`src/rtl/seq_pattern_detector.sv`:
```
// Serial 8-bit sliding-window pattern detector with keypad-programmed pattern.
// Define SEQ_DET_OVERLAP_EN to report overlapping occurrences.
module seq_pattern_detector #(
  parameter int BIT_PERIOD  = 100000000,
  parameter int BEEP_CYCLES = 50000000
) (
  input  logic       clk,
  input  logic       rst_n,
  input  logic [4:0] key_code,
  input  logic       key_stb,
  input  logic       din,
  output logic [7:0] pattern,
  output logic [7:0] led,
  output logic       match,
  output logic [3:0] hit_cnt,
  output logic       armed,
  output logic       buzzer
);

  typedef enum logic [1:0] {
    IDLE,
    ARMED,
    DETECT
  } state_t;

`ifdef SEQ_DET_OVERLAP_EN
  localparam bit OVERLAP = 1'b1;
`else
  localparam bit OVERLAP = 1'b0;
`endif

  localparam int TW = $clog2(BIT_PERIOD);
  localparam int BW = $clog2(BEEP_CYCLES + 1);
  localparam logic [TW-1:0] TICK_AT = TW'(BIT_PERIOD / 2 - 1);
  localparam logic [TW-1:0] T_LAST  = TW'(BIT_PERIOD - 1);
  localparam logic [BW-1:0] BEEP_LD = BW'(BEEP_CYCLES);

  localparam logic [4:0] K_MUTE = 5'd13;
  localparam logic [4:0] K_ARM  = 5'd14;
  localparam logic [4:0] K_CLR  = 5'd15;

  state_t state_q;
  state_t state_d;

  logic          din_m;
  logic          din_s;
  logic [TW-1:0] tcnt;
  logic [7:0]    pat_q;
  logic [7:0]    led_q;
  logic [3:0]    hit_q;
  logic [3:0]    bcnt_q;
  logic [BW-1:0] beep_q;
  logic          match_q;

  logic       tick;
  logic       key_set;
  logic       key_arm;
  logic       key_clr;
  logic       key_mute;
  logic       shift;
  logic       hit;
  logic [7:0] win_nxt;
  logic [7:0] set_mask;

  assign tick     = (tcnt == TICK_AT);
  assign key_arm  = key_stb && (key_code == K_ARM);
  assign key_clr  = key_stb && (key_code == K_CLR);
  assign key_mute = key_stb && (key_code == K_MUTE);
  assign key_set  = key_stb && (state_q == IDLE) &&
                    (key_code >= 5'd1) && (key_code <= 5'd8);
  assign set_mask = 8'(1) << (key_code - 5'd1);
  assign win_nxt  = {led_q[6:0], din_s};

  always_ff @(posedge clk or negedge rst_n) begin
    if (!rst_n) begin
      din_m <= 1'b0;
      din_s <= 1'b0;
    end else begin
      din_m <= din;
      din_s <= din_m;
    end
  end

  always_ff @(posedge clk or negedge rst_n) begin
    if (!rst_n) begin
      tcnt <= '0;
    end else if (key_arm) begin
      tcnt <= '0;
    end else if (tcnt == T_LAST) begin
      tcnt <= '0;
    end else begin
      tcnt <= tcnt + 1'b1;
    end
  end

  always_ff @(posedge clk or negedge rst_n) begin
    if (!rst_n) begin
      state_q <= IDLE;
    end else begin
      state_q <= state_d;
    end
  end

  // Key actions win over a coincident tick.
  always_comb begin
    state_d = state_q;
    shift   = 1'b0;
    hit     = 1'b0;
    unique case (1'b1)
      key_clr: state_d = IDLE;
      key_arm: state_d = ARMED;
      default: begin
        if (tick) begin
          unique case (state_q)
            IDLE: ;
            ARMED: begin
              shift = 1'b1;
              if (bcnt_q == 4'd7) begin
                state_d = DETECT;
                hit     = (win_nxt == pat_q);
              end
            end
            DETECT: begin
              shift = 1'b1;
              hit   = (win_nxt == pat_q);
            end
            default: state_d = IDLE;
          endcase
          if (hit && !OVERLAP) begin
            state_d = ARMED;
          end
        end
      end
    endcase
  end

  always_ff @(posedge clk or negedge rst_n) begin
    if (!rst_n) begin
      pat_q <= '0;
    end else if (key_clr) begin
      pat_q <= '0;
    end else if (key_set) begin
      pat_q <= pat_q | set_mask;
    end
  end

  always_ff @(posedge clk or negedge rst_n) begin
    if (!rst_n) begin
      led_q  <= '0;
      bcnt_q <= '0;
    end else if (key_clr || key_arm) begin
      led_q  <= '0;
      bcnt_q <= '0;
    end else if (shift) begin
      led_q <= win_nxt;
      if (hit && !OVERLAP) begin
        bcnt_q <= '0;
      end else if (state_q == ARMED) begin
        bcnt_q <= bcnt_q + 1'b1;
      end
    end
  end

  always_ff @(posedge clk or negedge rst_n) begin
    if (!rst_n) begin
      hit_q   <= '0;
      match_q <= 1'b0;
    end else begin
      match_q <= hit;
      if (key_clr) begin
        hit_q <= '0;
      end else if (hit && (hit_q != 4'hf)) begin
        hit_q <= hit_q + 1'b1;
      end
    end
  end

  // A match in the same cycle as mute still restarts the beep.
  always_ff @(posedge clk or negedge rst_n) begin
    if (!rst_n) begin
      beep_q <= '0;
    end else if (hit) begin
      beep_q <= BEEP_LD;
    end else if (key_clr || key_mute) begin
      beep_q <= '0;
    end else if (beep_q != '0) begin
      beep_q <= beep_q - 1'b1;
    end
  end

  assign pattern = pat_q;
  assign led     = led_q;
  assign match   = match_q;
  assign hit_cnt = hit_q;
  assign armed   = (state_q != IDLE);
  assign buzzer  = (beep_q != '0);

endmodule

```
`config.mk`:
```
export PLATFORM = sky130hd
export DESIGN_NAME = seq_pattern_detector
export DESIGN_NICKNAME = d
export VERILOG_FILES = /design/src/rtl/seq_pattern_detector.sv
export SDC_FILE = /design/constraint.sdc
export NUM_CORES = 1
export LEC_CHECK = 0
export BUFFER_PORTS_ARGS = -buffer_cell sky130_fd_sc_hd__buf_4
export CAP_MARGIN = 20
export CORE_MARGIN = 8
export CORE_UTILIZATION = 40
export CTS_CLUSTER_SIZE = 16
export DETAILED_ROUTE_END_ITERATION = 16
export GPL_TIMING_DRIVEN = 0
export HOLD_SLACK_MARGIN = 0.1
export PLACE_DENSITY_LB_ADDON = 0.12
export REMOVE_ABC_BUFFERS = 1
export SYNTH_ARGS = -nofsm -noshare
export SYNTH_HDL_FRONTEND = slang
export SYNTH_SLANG_ARGS = --single-unit
```
`constraint.sdc`:
```
create_clock -name clk -period 3.5 [get_ports clk]
set_input_delay 0.175 -clock clk [delete_from_list [all_inputs] [get_ports clk]]
set_output_delay 0.175 -clock clk [all_outputs]
set_load 0.1 [all_outputs]
```
-- After elaboration in Yosys (flattened, before gate mapping)
Cells that the tools add are included.
- flip-flop bits (word level): 82
- bits in latches: 0
- RAM bits: 0
- bits in read-only memories: 0
- output and inout port bits: 23
- word-level logic and storage cells: 83
- memories: 0
- add/sub/neg operators: 5
- multiply operators: 0
- divide/modulo/power cells: 0
- $lt $le $gt $ge: 2
- equal/unequal tests: 12
- shifts and indexed selects: 1
- mux-type cells: 29
- bitwise operators: 1
- reduce and logical (&&, ||, !) cells: 23
- operators with widths (cell ; count):
    26-bit two-way mux ; 3
    27-bit two-way mux ; 2
    8-bit two-way mux ; 4
    27-bit by 1-bit adder with 27-bit output (second input constant) ; 1
    27-bit by 26-bit == test with 1-bit output (second input constant) ; 1
    27-bit == test (second input constant) ; 1
    26-bit nonzero test ; 1
    26-bit by 1-bit subtractor with 26-bit output (second input constant) ; 1
    4-bit two-way mux ; 6
    5-bit by 4-bit == test with 1-bit output (second input constant) ; 3
    3-bit nonzero test ; 3
    4-bit by 1-bit adder with 4-bit output (second input constant) ; 2
    8-bit == test ; 1
    1-bit two-way mux ; 8
    8-bit OR ; 1
    2-bit one-hot mux with 2 select lines ; 2
    2-bit nonzero test ; 4
    1-bit by 5-bit left shift with 8-bit output (first input constant) ; 1
    1-bit logical AND ; 7
    2-bit two-way mux ; 3
    2-bit OR reduction ; 3
    5-bit by 1-bit >= comparator with 1-bit output (second input constant) ; 1
    5-bit by 4-bit <= comparator with 1-bit output (second input constant) ; 1
    5-bit != test (second input constant) ; 1
    other kinds (11) ; 12

-- Depth between registers and ports, before layout
Gate-level depths: netlist (run 1).
- depth in word-level cells: 10
- mapped depth: 9

-- Worst setup path after synthesis (run 1)
No wires, ideal clock.
- kind: register to register
- start: register beep_q[14]
- end: register beep_q[13]
- library setup time: 137 ps
- arrival: 2848 ps
- data required time: 3363 ps
- setup slack: 515 ps
- cell stages (with the launch flop): 9
- path buffers: 2
- clock period less this slack: 2985 ps
- path through: dfrtp_1 > or3_1 > or4_1 > clkbuf_1 > nor2_1 > inv_1 > nand2_1 > clkbuf_1 > o21ai_0
- longest elaborated chain between the ends: 2
- RTL lines (item ; line ; source):
    from (decl) ; 52 ; logic [BW-1:0] beep_q;
    from (signal assigned) ; 187 ; beep_q <= beep_q - 1'b1;
    26-bit nonzero test ; -- ;
    via buzzer ; 17 ; output logic buzzer
    3-bit nonzero test (no source line) ; -- ;
The timed path passes the listed nets, and every way through them passes these cells.
A chain may end at the register's enable or synchronous reset.

-- Final worst setup path (run 1)
- start: register tcnt[26]
- end: register beep_q[10]
- longest elaborated chain between the ends: 4
- elaborated cells on any way between the ends: 5
- RTL lines (item ; line ; source):
    from (decl) ; 47 ; logic [TW-1:0] tcnt;
    from (signal assigned) ; 92 ; tcnt <= tcnt + 1'b1;
    27-bit by 26-bit == test with 1-bit output (*) ; 65 ; assign tick = (tcnt == TICK_AT);
    1-bit two-way mux (*) ; 113 ; if (tick) begin
    1-bit two-way mux (*) ; 109 ; unique case (1'b1)
    3-bit nonzero test (no source line) or 26-bit two-way mux (tied branches) ; -- ;
Mark *: on every way between the ends. The rest lies on a longest branch, timed or not.

==> impl_metrics.env, run 1 <==
export IMPL_fin_setup_tns_ps=0
export IMPL_cts_root_buffer="clkbuf_8"
export IMPL_cts_tree="built"
export IMPL_cts_made_buffers=9
export IMPL_status="completed"
export IMPL_start_util_pct=41.0
export IMPL_grt_util_all_layers_pct=14.2
export IMPL_crit_type="flip-flop to flip-flop"
export IMPL_tightestPinTransition_ps=931
export IMPL_yosys_cell_types_count=51
export IMPL_routed_via_count=3591
export IMPL_synth_avg_cell_area_um2=9.37
export IMPL_yosysTopAreaCellShare_pct=46.2
export IMPL_row_count=38
export IMPL_grt_pass1_wl_um=16900
export IMPL_ys_top_cells_by_area="dfrtp_1, xnor2_1, nor2_1, xor2_1, ha_1"
export IMPL_layout_drive_gt1_share_pct=10.9
export IMPL_wl_per_cell_um=15.4
export IMPL_die_y_um=121
export IMPL_yosysWarnings=0
export IMPL_totalPowerFinal_w=0.00318
export IMPL_hp_class="primary input to flip-flop"
export IMPL_drc=0
export IMPL_n_antenna_cell=0
export IMPL_numPortBuffers=31
export IMPL_async_flop_share_pct=100
export IMPL_final_area_mm2=0.00504
export IMPL_antenna_found_initial=0
export IMPL_p_leak_nw=2.14
export IMPL_finalCoreUtilization_pct=46.5
export IMPL_cap_viol_max_count=0
export IMPL_path_cells="or4b_1 -> or4_4 -> or4_1 -> o21ai_1 -> buf_4 -> nor2_1"
export IMPL_synth_seq_cells=82
export IMPL_clock_sinks=82
export IMPL_syn_inst=474
export IMPL_insertion_delay_ps=350
export IMPL_max_freq_mhz=322
export IMPL_dp_hpwl_um=6750
export IMPL_yosysSeqAreaShare_pct=46.2
export IMPL_cp_arrival_ps=3340
export IMPL_setup_viol_count_final=0
export IMPL_cp_start_kind="flip-flop"
export IMPL_clk_path_buf_depth=2
export IMPL_crit_path_top_delay_cell="or4_1"
export IMPL_areaGrowthSynthToFinish_pct=13.6
export IMPL_first_iter_violations=218
export IMPL_cts_htree_levels=3
export IMPL_die_area_mm2=0.0147
export IMPL_hold_viol_final=0
export IMPL_slew_limit_headroom_pct=37.9
export IMPL_clk_pin_slew_ps=90
export IMPL_place_area_mm2=0.00479
export IMPL_overflow=0
export IMPL_min_period_ps=3100
export IMPL_synth_ff_type="dfrtp_1"
export IMPL_vias_per_cell=5.56
export IMPL_postRouteAntennaNets=0
export IMPL_synth_commonest_cells="dfrtp_1, nor2_1, xnor2_1"
export IMPL_vdd_ir_drop_worst_mv=0.304
export IMPL_grt_pass1_vias=3428
export IMPL_p_per_area_mw_per_mm2=631
export IMPL_grt_max_degree=83
export IMPL_rsz0062_at_grt="false"
export IMPL_yosys_area_top_type="dfrtp_1"
export IMPL_synth_edff_count=0
export IMPL_gp_congestion=0.794
export IMPL_slowest_delay_ps=690
export IMPL_crit_fanout=11
export IMPL_fin_crit_sh_pct=88.7
export IMPL_skew_ps=14.0
export IMPL_worstPathRequired_ps=3740
export IMPL_die_x_um=121
export IMPL_ios=32
export IMPL_fp_coreArea_mm2=0.0108
export IMPL_synth_area_mm2=0.00444
export IMPL_synth_most_common_cell="dfrtp_1"
export IMPL_drt_wl_total_um=9970
export IMPL_timing_final_max_slew_violations=0
export IMPL_firstDrtPassIters=6
export IMPL_worstSetupEndpointType="flip-flop"
export IMPL_nNetsFinal=525
-- cells in the final DEF (no fill, tap or decap), types with 3 or more instances in the layout --
cell type  synthesis  routed
and2_1             3       3
or4_1             13      13
clkbuf_8           0      11
o31ai_1            6       6
ha_1              13      13
nand3b_1           4       4
dfrtp_1           82      82
or3_1             14      14
nand3_1           16      16
xor2_1            22      22
buf_4              0      33
nor2_1            60      60
nor3_1            16      16
nor2b_1            3       3
nor4b_1            3       3
nand2_1           30      30
o211ai_1           3       3
a21oi_1           28      28
xnor2_1           33      33
and4_1             3       3
and3_1             3       3
inv_1             15      15
nand4_1           14      14
a22oi_1            3       3
o21ai_0           22      22
a31oi_1            4       4
nor4_1            10       8
or4b_1             4       4
-- power breakdown --
group	switching, W	leakage (nW)	internal (W)
clock network	0.000327	0.101	0.000359
logic	0.000674	0.995	0.000389
registers	0.000260	1.05	0.00117
-- worst paths after layout --
path / from / endpoint / slack (ps) / cells past startpoint
max: tcnt[26] / beep_q[10] / 400 / 6
min: key_code[0] / pattern[3] / 210 / 4
max reg2reg: tcnt[26] / beep_q[10] / 400 / 6
min reg2reg: din_m / din_s / 350 / 0
max in group asynchronous: rst_n / tcnt[24] / 2620 / 3
min in group asynchronous: rst_n / beep_q[4] / 270 / 2
-- metal layers --
metal	GRT usage, %	up-vias	wire, um
li1	-	1756	-
met1	18.6	1754	4810
met2	22.1	68	4620
met3	3.35	13	371
met4	5.40	0	165
met5	0	-	0
-- stage by stage --
| stage | setup WS (ps) | hold WS [ps] | std cells |
|---|---|---|---|
| 5_1_grt | 179 | 229 | 646 |
| 6_report | 396 | 209 | 646 |
| 2_1_floorplan | 594 | -121 | 456 |
| 3_3_place_gp | 82.4 | 285 | 627 |
| 3_5_place_dp | 53.9 | 287 | 628 |
| 4_1_cts | 30.0 | 182 | 644 |
-- critical path, delay by kind of cell (launching register included) --
| family | cells | cell delay [ps] |
|---|---|---|
| compound gates | 1 | 390 |
| flops | 1 | 420 |
| simple gates | 4 | 1930 |
| buf+inv | 1 | 260 |
-- sequential cells by signal, summed over array words and instances, names as in the netlist --
name	count
beep_q	26
pattern	8
led	8
hit_cnt	4
din_m	1
state_q	2
din_s	1
bcnt_q	4
tcnt	27
match	1
-- area by class of cell --
cell class              count  area, um^2
clock inverters             3        40.0
flip-flops and latches     82        2050
well taps                 140         175
repair buffers             36         295
multi-input cells         359        2270
clock buffers              11         151
fillers                  1041        5800
inverters                  15        56.3
-- cell families after synthesis --
group	after synthesis	share of synthesized area (%)
fa+ha+maj	13	3.66
xor+xnor	55	10.8
compound gates	81	11.0
flops	82	46.2
simple gates	210	25.4
buf+inv	33	2.85
-- repair_timing --
action / 4_1_cts / 5_1_grt
setup endpoints to repair: 0 / 1
buffers inserted: 0 / 0
resized for setup: 0 / 1
hold endpoints to repair: 83 / 0
hold buffers: 2 / 0
(Power assumes the default switching activity.)
==> run 2: changes to the inputs <==
Settings changed: GPL_TIMING_DRIVEN 0 to not set.
==> impl_metrics.env, run 2 (synthesized netlist as in run 1, its figures left out) <==
export IMPL_clock_sinks=82
export IMPL_use_met1_pct=19.6
export IMPL_fin_crit_sh_pct=85.8
export IMPL_final_area_mm2=0.00510
export IMPL_nNetsFinal=530
export IMPL_drc=0
export IMPL_dp_hpwl_um=6840
export IMPL_largestRegisters="tcnt: 27 flops, beep_q: 26 flops"
export IMPL_min_period_ps=3000
export IMPL_worstPathRequired_ps=3780
export IMPL_grt_pass1_vias=3399
export IMPL_row_count=38
export IMPL_cp_arrival_ps=3280
export IMPL_first_iter_violations=223
export IMPL_wl_per_cell_um=15.4
export IMPL_multi_input_area_mm2=0.00226
export IMPL_cp_start_kind="flip-flop"
export IMPL_routed_via_count=3510
export IMPL_die_y_um=121
export IMPL_die_area_mm2=0.0147
export IMPL_p_per_area_mw_per_mm2=641
export IMPL_start_util_pct=41.0
export IMPL_final_common_cell="dfrtp_1"
export IMPL_die_x_um=121
export IMPL_crit_type="flip-flop to flip-flop"
export IMPL_regArea_mm2=0.00205
export IMPL_vdd_ir_drop_worst_mv=0.294
export IMPL_fin_setup_tns_ps=0
export IMPL_vias_per_cell=5.38
export IMPL_tightestPinTransition_ps=710
export IMPL_hp_class="primary input to async pin"
export IMPL_clk_path_buf_depth=2
export IMPL_mostFrequentLayoutCells="dfrtp_1, nor2_1, buf_4, xnor2_1, nand2_1"
export IMPL_ios=32
export IMPL_rsz0062_at_grt="false"
export IMPL_status="completed"
export IMPL_grt_util_met3_pct=3.63
export IMPL_largest_register_ffs=27
export IMPL_areaGrowthSynthToFinish_pct=14.8
export IMPL_layout_drive_gt1_share_pct=11.1
export IMPL_fp_coreArea_mm2=0.0108
export IMPL_grt_max_degree=83
export IMPL_grt_pass1_wl_um=17300
export IMPL_drt_wl_total_um=10000
export IMPL_crit_fanout=8
export IMPL_slew_limit_headroom_pct=52.2
export IMPL_grt_busiest_layer="met2"
export IMPL_rrSetupSlack_ps=500
export IMPL_cts_root_buffer="clkbuf_8"
export IMPL_firstDrtPassIters=4
export IMPL_setup_viol_count_final=0
export IMPL_regMostFlops="tcnt"
export IMPL_fin_hold_ws_ps=202
export IMPL_n_antenna_cell=0
export IMPL_cts_made_buffers=9
export IMPL_timing_final_max_slew_violations=0
export IMPL_insertion_delay_ps=360
export IMPL_postRouteAntennaNets=0
export IMPL_grt_util_all_layers_pct=14.6
export IMPL_gp_congestion=0.809
export IMPL_cts_tree="built"
export IMPL_met2_usage_pct=21.6
export IMPL_skew_ps=11.5
export IMPL_max_freq_mhz=333
export IMPL_fillCellCount=1058
export IMPL_numPortBuffers=31
export IMPL_worstSetupEndpointType="flip-flop"
export IMPL_antenna_found_initial=0
export IMPL_place_area_mm2=0.00483
export IMPL_cap_viol_max_count=0
export IMPL_clk_pin_slew_ps=80
export IMPL_hold_viol_final=0
export IMPL_p_leak_nw=2.17
export IMPL_overflow=0
export IMPL_cts_htree_levels=3
==> run 2: changes by cell type in the layout (fill, tap and decap cells not counted), sizes merged <==
cell and delta:
buf +5, clkbuf +2, clkinv -2, bufinv +1
==> run 2: final timing paths <==
| check | startpoint | end | depth (start not counted) |
|---|---|---|---|
| setup / recovery | tcnt[26] | hit_cnt[1] | 5 |
| hold / removal | rst_n | beep_q[9] | 2 |
| min in group clk | key_code[0] | pattern[3] | 4 |
| hold reg to reg | din_m | din_s | 0 |
| max in group asynchronous | rst_n | tcnt[15] | 3 |
| setup reg to reg | tcnt[26] | hit_cnt[1] | 5 |
==> run 2: worst max-delay path: stages, from the launching register on <==
cell,delay (ps)
dfrtp_1,410
or4b_1,570
or4_4,570
or4_1,680
or4b_1,520
a21oi_1,170
==> run 2: final cells by class <==
cell class                 count  share of cell area (%)
clock inverter                 2                    1.18
clock buffer                  13                    3.12
timing repair buffer          41                    6.53
tap                          140                    3.44
multi-input combinational    359                    44.4
sequential                    82                    40.3
inverter                      15                    1.10
==> run 2: power by group <==
| part | switching, W | internal (W) |
|---|---|---|
| logic | 0.000672 | 0.000394 |
| registers | 0.000254 | 0.00117 |
| clock network | 0.000335 | 0.000438 |
| total | 0.00126 | 0.00201 |
==> run 2: layer usage <==
metal | share of wire (%) | wire length (um)
met1 | 48 | 4850
met2 | 46 | 4570
met3 | 3.9 | 391
met4 | 2.1 | 208
met5 | 0 | 0
==> run 2: metrics by stage <==
step	setup WS [ps]	util [%]	power, W	cells
final	499	47.0	0.00327	652
after detailed placement	534	44.6	0.00251	634
after CTS	519	46.8	0.00330	651
after global routing	422	47.0	0.00351	652
after global placement	583	44.6	0.00248	634
after floorplan	594	-	0.00222	456
==> run 2: timing repair <==
action / in CTS / in global routing
setup buffers: 0 / 0
hold buffers: 2 / 0
endpoints found under the hold margin: 83 / 0
gates resized for setup: 0 / 0
